### config.mk
export PLATFORM = sky130hd
export DESIGN_NAME = mul_sign_ctrl_flat
export DESIGN_NICKNAME = d
export VERILOG_FILES = /design/src/rtl/mul_sign_ctrl_if.sv /design/src/rtl/mul_sign_ctrl.sv /design/src/flat_wrapper.sv
export SDC_FILE = /design/constraint.sdc
export NUM_CORES = 1
export LEC_CHECK = 0
export CORE_ASPECT_RATIO = 0.7
export CORE_MARGIN = 10
export CORE_UTILIZATION = 47
export DETAILED_ROUTE_END_ITERATION = 8
export GPL_TIMING_DRIVEN = 0
export PLACE_DENSITY = 0.89
export SLEW_MARGIN = 20
export SYNTH_ARGS = -nofsm -noshare
export SYNTH_HDL_FRONTEND = slang
export SYNTH_SLANG_ARGS = --single-unit
### constraint.sdc
create_clock -name clk -period 2.35 [get_ports clk]
set_input_delay 0.705 -clock clk [delete_from_list [all_inputs] [get_ports clk]]
set_output_delay 0.705 -clock clk [all_outputs]
set_load 0.01 [all_outputs]
### src/rtl/mul_sign_ctrl_if.sv
// mul_sign_ctrl_if
// Bundles the three handshakes around the multiply sign controller:
//   issue_*  reservation station -> controller (valid/ready, op, operands, tag)
//   flush    pipeline squash into the controller
//   mul_*    controller <-> unsigned iterative multiplier (valid/ready, yumi)
//   cdb_*    controller -> common data bus (valid/grant, tag, data)
// Modport slave is the controller's view; master is the environment's view.
interface mul_sign_ctrl_if #(
  parameter int TAG_W = 6
);
  logic             issue_valid;
  logic             issue_ready;
  logic [1:0]       issue_op;
  logic [31:0]      issue_rs1;
  logic [31:0]      issue_rs2;
  logic [TAG_W-1:0] issue_tag;
  logic             flush;
  logic             mul_valid_in;
  logic             mul_ready;
  logic [31:0]      mul_multiplier;
  logic [31:0]      mul_multiplicand;
  logic             mul_valid_out;
  logic [63:0]      mul_product;
  logic             mul_yumi;
  logic             cdb_valid;
  logic [TAG_W-1:0] cdb_tag;
  logic [31:0]      cdb_data;
  logic             cdb_grant;

  modport slave (
    input  issue_valid, issue_op, issue_rs1, issue_rs2, issue_tag, flush,
           mul_ready, mul_valid_out, mul_product, cdb_grant,
    output issue_ready, mul_valid_in, mul_multiplier, mul_multiplicand,
           mul_yumi, cdb_valid, cdb_tag, cdb_data
  );

  modport master (
    output issue_valid, issue_op, issue_rs1, issue_rs2, issue_tag, flush,
           mul_ready, mul_valid_out, mul_product, cdb_grant,
    input  issue_ready, mul_valid_in, mul_multiplier, mul_multiplicand,
           mul_yumi, cdb_valid, cdb_tag, cdb_data
  );
endinterface

### src/rtl/mul_sign_ctrl.sv
// mul_sign_ctrl
// Sequences one RV32M multiply (MUL/MULH/MULHSU/MULHU) at a time through an
// unsigned shift-add multiplier: operands are turned into magnitudes, the
// 64-bit product is sign-corrected, and the low or high word is held for the
// CDB together with its tag.
// Ports:
//   clk    single clock, rising edge
//   reset  asynchronous, active-low
//   bus    mul_sign_ctrl_if.slave (issue, flush, multiplier and CDB signals)
//
// state | meaning
// IDLE  | ready for a new op
// SEND  | presenting magnitudes to the multiplier, waiting for its ready
// WAIT  | multiplier busy, waiting for the product
// HOLD  | result on the CDB until granted
// DRAIN | op was squashed; consume and discard the product still in flight
module mul_sign_ctrl #(
  parameter int TAG_W       = 6,
  parameter bit ZERO_BYPASS = 1'b1
) (
  input logic           clk,
  input logic           reset,
  mul_sign_ctrl_if.slave bus
);

  typedef enum logic [2:0] {IDLE, SEND, WAIT, HOLD, DRAIN} state_t;

  state_t           state_q, state_d;
  logic [1:0]       op_q;
  logic             neg_q;
  logic [31:0]      mplier_q, mcand_q;
  logic [TAG_W-1:0] tag_q;
  logic [31:0]      data_q;

  logic        s1, s2, neg_in, zero_in, accept, load_result;
  logic [31:0] mag1, mag2, result;
  logic [63:0] prod_fix;

  always_comb begin
    s1       = (bus.issue_op != 2'b11);
    s2       = (bus.issue_op[1] == 1'b0);
    neg_in   = (s1 & bus.issue_rs1[31]) ^ (s2 & bus.issue_rs2[31]);
    mag1     = (s1 & bus.issue_rs1[31]) ? (32'd0 - bus.issue_rs1) : bus.issue_rs1;
    mag2     = (s2 & bus.issue_rs2[31]) ? (32'd0 - bus.issue_rs2) : bus.issue_rs2;
    zero_in  = (bus.issue_rs1 == 32'd0) || (bus.issue_rs2 == 32'd0);
    prod_fix = neg_q ? (~bus.mul_product + 64'd1) : bus.mul_product;
    result   = (op_q == 2'b00) ? prod_fix[31:0] : prod_fix[63:32];
  end

  // Ready is gated by reset and flush so the RS never sees a handshake that
  // the controller ignores.
  assign bus.issue_ready  = reset & ~bus.flush & (state_q == IDLE);
  assign accept           = bus.issue_valid & bus.issue_ready;
  assign bus.mul_valid_in = (state_q == SEND);
  assign bus.mul_yumi     = ((state_q == WAIT) || (state_q == DRAIN)) & bus.mul_valid_out;
  assign bus.cdb_valid    = (state_q == HOLD);
  assign load_result      = (state_q == WAIT) & bus.mul_valid_out & ~bus.flush;

  assign bus.mul_multiplier   = mplier_q;
  assign bus.mul_multiplicand = mcand_q;
  assign bus.cdb_tag          = tag_q;
  assign bus.cdb_data         = data_q;

  always_ff @(posedge clk or negedge reset) begin
    if (!reset) state_q <= IDLE;
    else        state_q <= state_d;
  end

  always_comb begin
    state_d = state_q;
    case (state_q)
      IDLE: begin
        if (accept) state_d = (ZERO_BYPASS && zero_in) ? HOLD : SEND;
      end
      SEND: begin
        // A handshake that lands with the flush still launches the multiplier.
        if (bus.flush)          state_d = bus.mul_ready ? DRAIN : IDLE;
        else if (bus.mul_ready) state_d = WAIT;
      end
      WAIT: begin
        // Product arriving with the flush is consumed now, nothing left to drain.
        if (bus.mul_valid_out)  state_d = bus.flush ? IDLE : HOLD;
        else if (bus.flush)     state_d = DRAIN;
      end
      HOLD: begin
        if (bus.flush || bus.cdb_grant) state_d = IDLE;
      end
      DRAIN: begin
        if (bus.mul_valid_out) state_d = IDLE;
      end
      default: state_d = IDLE;
    endcase
  end

  always_ff @(posedge clk or negedge reset) begin
    if (!reset) begin
      op_q     <= 2'b00;
      neg_q    <= 1'b0;
      mplier_q <= 32'd0;
      mcand_q  <= 32'd0;
      tag_q    <= '0;
      data_q   <= 32'd0;
    end else begin
      if (accept) begin
        op_q     <= bus.issue_op;
        neg_q    <= neg_in;
        mplier_q <= mag1;
        mcand_q  <= mag2;
        tag_q    <= bus.issue_tag;
        if (ZERO_BYPASS && zero_in) data_q <= 32'd0;
      end
      if (load_result) data_q <= result;
    end
  end

endmodule

### src/flat_wrapper.sv
// flat-port wrapper written by rule: the top's interface ports become plain ports
module mul_sign_ctrl_flat 
#(
  parameter int TAG_W       = 6,
  parameter bit ZERO_BYPASS = 1'b1
)
  (clk, reset, bus_issue_valid, bus_issue_op, bus_issue_rs1, bus_issue_rs2, bus_issue_tag, bus_flush, bus_mul_ready, bus_mul_valid_out, bus_mul_product, bus_cdb_grant, bus_issue_ready, bus_mul_valid_in, bus_mul_multiplier, bus_mul_multiplicand, bus_mul_yumi, bus_cdb_valid, bus_cdb_tag, bus_cdb_data);
  mul_sign_ctrl_if #(.TAG_W(TAG_W)) bus_i ();
  input logic clk;
  input logic reset;
  input wire logic [$bits(bus_i.issue_valid)-1:0] bus_issue_valid;
  input wire logic [$bits(bus_i.issue_op)-1:0] bus_issue_op;
  input wire logic [$bits(bus_i.issue_rs1)-1:0] bus_issue_rs1;
  input wire logic [$bits(bus_i.issue_rs2)-1:0] bus_issue_rs2;
  input wire logic [$bits(bus_i.issue_tag)-1:0] bus_issue_tag;
  input wire logic [$bits(bus_i.flush)-1:0] bus_flush;
  input wire logic [$bits(bus_i.mul_ready)-1:0] bus_mul_ready;
  input wire logic [$bits(bus_i.mul_valid_out)-1:0] bus_mul_valid_out;
  input wire logic [$bits(bus_i.mul_product)-1:0] bus_mul_product;
  input wire logic [$bits(bus_i.cdb_grant)-1:0] bus_cdb_grant;
  output wire logic [$bits(bus_i.issue_ready)-1:0] bus_issue_ready;
  output wire logic [$bits(bus_i.mul_valid_in)-1:0] bus_mul_valid_in;
  output wire logic [$bits(bus_i.mul_multiplier)-1:0] bus_mul_multiplier;
  output wire logic [$bits(bus_i.mul_multiplicand)-1:0] bus_mul_multiplicand;
  output wire logic [$bits(bus_i.mul_yumi)-1:0] bus_mul_yumi;
  output wire logic [$bits(bus_i.cdb_valid)-1:0] bus_cdb_valid;
  output wire logic [$bits(bus_i.cdb_tag)-1:0] bus_cdb_tag;
  output wire logic [$bits(bus_i.cdb_data)-1:0] bus_cdb_data;
  assign bus_i.issue_valid = bus_issue_valid;
  assign bus_i.issue_op = bus_issue_op;
  assign bus_i.issue_rs1 = bus_issue_rs1;
  assign bus_i.issue_rs2 = bus_issue_rs2;
  assign bus_i.issue_tag = bus_issue_tag;
  assign bus_i.flush = bus_flush;
  assign bus_i.mul_ready = bus_mul_ready;
  assign bus_i.mul_valid_out = bus_mul_valid_out;
  assign bus_i.mul_product = bus_mul_product;
  assign bus_i.cdb_grant = bus_cdb_grant;
  assign bus_issue_ready = bus_i.issue_ready;
  assign bus_mul_valid_in = bus_i.mul_valid_in;
  assign bus_mul_multiplier = bus_i.mul_multiplier;
  assign bus_mul_multiplicand = bus_i.mul_multiplicand;
  assign bus_mul_yumi = bus_i.mul_yumi;
  assign bus_cdb_valid = bus_i.cdb_valid;
  assign bus_cdb_tag = bus_i.cdb_tag;
  assign bus_cdb_data = bus_i.cdb_data;
  mul_sign_ctrl #(.TAG_W(TAG_W), .ZERO_BYPASS(ZERO_BYPASS)) u_core (.clk(clk), .reset(reset), .bus(bus_i));
endmodule
==> summary.md <==
| Metric | Value |
|---|---|
| Global-route wire length before repair | `around 52000 um` |
| Mean Syn Cell Area | `8.391 sq um` |
| Slew Limit Fails | `0` |
| Critical Path Sink Type | `flop` |
| Most frequently used flop master after synthesis | `dfrtp_1` |
| Area of the mapped netlist | `7401 sq um` |
| Yosys cell types | `64` |
| Final setup viols | `40` |
| Synthesis-stage register bit count | `108` |
| Worst slew margin | `40.37%` |
| Clock slew at reported path FFs | `0.08 ns` |
| HP Class | `in -> async` |
| Pwr Total | `8.260 mW` |
| Worst-case clock buffer depth | `2` |
| Cell count along the critical path | `9` |
| Initial antenna violation count | `1` |
| Tightest Pin Transition | `between 0.8 and 0.9 ns` |
| Beginning of the critical path | `bus_issue_rs1[22]` |
| Fmax | `359.3 MHz` |
| VDD IR-drop max | `0.5283 mV` |
| Gr usage total | `31.29%` |
| Final Cell Area | `12120 sq um` |
| Num ports | `249` |
| RR Endpoint | `u_core.bus.cdb_data[26]$_DFFE_PN0P_` |
| Critical path fanouts, max | `6` |
| Post-synth ARST share | `100.0%` |
| CTS tree | `yes` |
| Syn_nets | `1028` |
| CP peak stage delay | `around 0.53 ns` |
| FF+latch area | `between 2000 and 3000 sq um` |
| Vias per cell | `6.573` |
| Reg2reg setup slack | `-0.14 ns` |
| Cell count after synthesis | `882` |
| Failing checks | `setup timing` |
| Yosys warning count | `0` |
| Largest net degree at the start of global routing | `32` |
| Die height | `125.0 um` |
| CTS Sinks | `108` |
| Worst path required time | `2.59 ns` |
| Nets | `1362` |
| R2R depth | `7` |
| Row count | `38` |
| Crit Path Category | `in -> reg` |
| Antenna Nets Post-Route | `0` |
| Critical path's slowest cell | `or4_4` |
| Sequential area share after synthesis | `36.52%` |
| Outcome | `complete, but fails checks` |
| CP Capture Point | `u_core.bus.cdb_data[12]$_DFFE_PN0P_` |
| Total number of vias | `roughly 9300` |
| GRT met2 Usage | `between 40 and 50%` |
| Setup ws final | `-0.4330 ns` |
| Multi-input logic area | `5410 sq um` |
| WP buf/inv | `3` |
| Critical R2R Launch | `u_core.neg_q$_DFFE_PN0P_` |
| Final std cells w/o fill | `1420` |
| Area grow syn2layout | `63.74%` |
| CP arrival | `3.03 ns` |
| Placeable core area | `15450 sq um` |
| CTS hold repair buffers | `0` |
| Gr busiest metal | `met2` |
| PortBufs | `248` |
| Yosys top cell area share | `between 30% and 40%` |
| Final hold violations | `0` |
| Starting Density | `47.89%` |
| DRT Wirelength | `36980 um` |
| Static Leakage | `a little over 5 nW` |
| Vias in the first global route | `a little under 9000` |
| DP Cell Count | `1331` |
| Clock Tree Root | `clkbuf_16` |
| Fillers | `just under 1000` |
| CP startpoint kind | `input pin` |
| 1st-iter DRT viols | `1428` |
| WL/cell | `26.04 um` |
| Met3 GRT Util | `11.88%` |
| Clock latency on the worst-skew pair | `0.36 ns` |
| Total grt overflow | `0` |
| Fin Hold WS | `roughly 0.17 ns` |
| Share of layout cells above drive strength 1 | `approximately a quarter` |
| Fin Clk Skew | `0.008913 ns` |
| Grt met1 use | `41.11%` |
| Worst-path cell chain | `buf_8 > or4_4 > or4_4 > nor4_4 > o21ai_2 > and2_4 > buf_8 > buf_12 > a32o_1` |
| RePlAce Congestion | `1.029` |
| DIE AREA | `21250 sq um` |
| Largest area contributor in the netlist | `dfrtp_1` |
| H-tree levels | `3` |
| Die width | `170.0 um` |
| Max-Cap Viols | `0` |
| DRT Pass-1 Iters | `7` |
| Fin crit period | `2.783 ns` |
| Placed Area | `10310 sq um` |
| Post-synth EDFFs | `0` |
| TritonCTS buffer count | `9` |
| Pwr Density | `681.6 nW/um^2` |
| Pre-CTS setup slack | `-1.576 ns` |
| Placed wire-length estimate | `24450 um` |
| RSZ-0062 raised after global routing | `yes` |
| Largest cells by area after synthesis | `dfrtp_1 37%, xor2_1 7.3%, nand2_1 6.5%, o21ai_0 6.4%, xnor2_1 5.1%` |
| DR DRC count | `0` |
| Fin crit share | `118.4%` |
| Delay-heaviest family, CP | `simple AND/OR/NAND/NOR gates` |
[worst reg2reg max path, stage by stage (launching register included)]
cell      delay [ns]
dfrtp_1         0.33
clkbuf_1        0.40
clkbuf_1        0.62
o31ai_1         0.19
xnor2_1         0.18
nor2_1          0.07
mux2i_2         0.41
a32o_1          0.24
[flip-flops by register name, summed over array words and instances (netlist names)]
signal	cells
u_core.bus.mul_multiplier	32
u_core.bus.cdb_tag	6
u_core.state_q	3
u_core.bus.cdb_data	32
u_core.bus.mul_multiplicand	32
u_core.op_q	2
u_core.neg_q	1
[worst min path at each step]
stage / start / endpoint / cells after the start / slack (ns)
floorplan: reset / u_core.bus.cdb_data[0]$_DFFE_PN0P_ / 0 / 0.41
CTS: reset / u_core.bus.mul_multiplier[7]$_DFFE_PN0P_ / 1 / 0.17
global route: reset / u_core.bus.mul_multiplicand[18]$_DFFE_PN0P_ / 1 / 0.17
finish: reset / u_core.bus.cdb_data[2]$_DFFE_PN0P_ / 1 / 0.17
detailed placement: u_core.bus.mul_multiplier[31]$_DFFE_PN0P_ / u_core.bus.mul_multiplier[31]$_DFFE_PN0P_ / 2 / 0.46
global placement: u_core.bus.mul_multiplier[31]$_DFFE_PN0P_ / u_core.bus.mul_multiplier[31]$_DFFE_PN0P_ / 2 / 0.45
[timing repair]
item	in CTS	in global routing
gates cloned	5	0
pin swaps	74	61
setup endpoints to repair	111	100
gates resized for setup	307	177
setup buffers	51	26
[per-stage QoR]
| step | utilization (%) | TNS, ns |
|---|---|---|
| final | 78.42 | -11.99 |
| after CTS | 74.99 | -12.96 |
| after floorplan | - | -15.75 |
| after global placement | 66.54 | -878.07 |
| after detailed placement | 66.73 | -103.21 |
| after global routing | 78.42 | -12.72 |
[synth_stat cells (all sizes together), types with 2 or more instances]
library cell and number:
nand2b 10, a22o 3, a31oi 7, or4 16
nor3b 3, a41o 3, nor3 21, nand4 8
a32o 4, o41ai 21, a211o 3, nor2 66
nand2 129, o211ai 4, and4 2, nor4 25
o311ai 2, or2 8, a221o 13, ha 3
nor2b 5, and2 6, o21a 2, buf 8
dfrtp 108, clkbuf 43, mux2i 7, inv 11
o21ai 95, nor4b 2, and3 8, xor2 62
a21oi 22, o31ai 39, or3 19, o2bb2ai 7
o221ai 4, a211oi 3, xnor2 43, nand3b 4
nand3 21
[per-layer routing]
| layer | vias to the layer above | routed length (um) | part of all wire, % |
|---|---|---|---|
| met5 | - | 0 | 0 |
| met2 | 716 | 16300 | 44 |
| met4 | 0 | 1383 | 3.7 |
| met1 | 4557 | 14350 | 39 |
| li1 | 3921 | - | - |
| met3 | 140 | 4941 | 13 |
[cell families (layout without fill, tap and decap cells)]
family | count (synthesis) | count (layout) | synth area share, %
AOI/OAI and AO/OA | 241 | 241 | 21.89
xor gates and xnor gates | 105 | 105 | 12.43
adders and majority gates | 3 | 3 | 0.5072
buffers and inverters | 62 | 399 | 3.584
DFF | 108 | 108 | 36.52
muxes | 8 | 8 | 1.099
other | 0 | 1 | 0
and+or+nand+nor | 355 | 355 | 23.97
[cell usage in the layout (no fill, tap or decap), types with 7 or more instances in the layout]
| cell | n |
|---|---|
| nand2_1 | 127 |
| xor2_1 | 62 |
| clkbuf_16 | 9 |
| or3_4 | 8 |
| o41ai_1 | 9 |
| a21oi_1 | 19 |
| dlygate4sd2_1 | 35 |
| clkbuf_1 | 22 |
| buf_4 | 66 |
| o21ai_0 | 72 |
| nor3_1 | 12 |
| o21ai_1 | 19 |
| clkdlybuf4s50_1 | 142 |
| or3_1 | 11 |
| o31ai_1 | 25 |
| or4_4 | 11 |
| dfrtp_1 | 108 |
| nand2b_1 | 9 |
| a221o_1 | 13 |
| a31oi_1 | 7 |
| nand3_1 | 16 |
| clkbuf_2 | 29 |
| buf_6 | 16 |
| dlymetal6s2s_1 | 17 |
| o31ai_4 | 10 |
| buf_8 | 7 |
| nand4_1 | 8 |
| buf_2 | 16 |
| nor4_4 | 19 |
| nor2_1 | 57 |
| o41ai_2 | 8 |
| xnor2_1 | 41 |
[cell type report]
type,instances,share of cell area [%]
Tap cell,200,2.065
Multi-Input combinational cell,712,44.65
Timing Repair Buffer,329,26.06
Buffer,45,2.251
Antenna cell,1,0.02065
Clock buffer,10,1.890
Sequential cell,108,22.30
Clock inverter,4,0.4233
Inverter,11,0.3407
[where the power goes]
group	switching, mW	internal [mW]
logic	2.01	1.93
registers	0.358	2.41
clock network	0.731	0.819
total	3.10	5.16
Power figures use the tool's default switching activity.
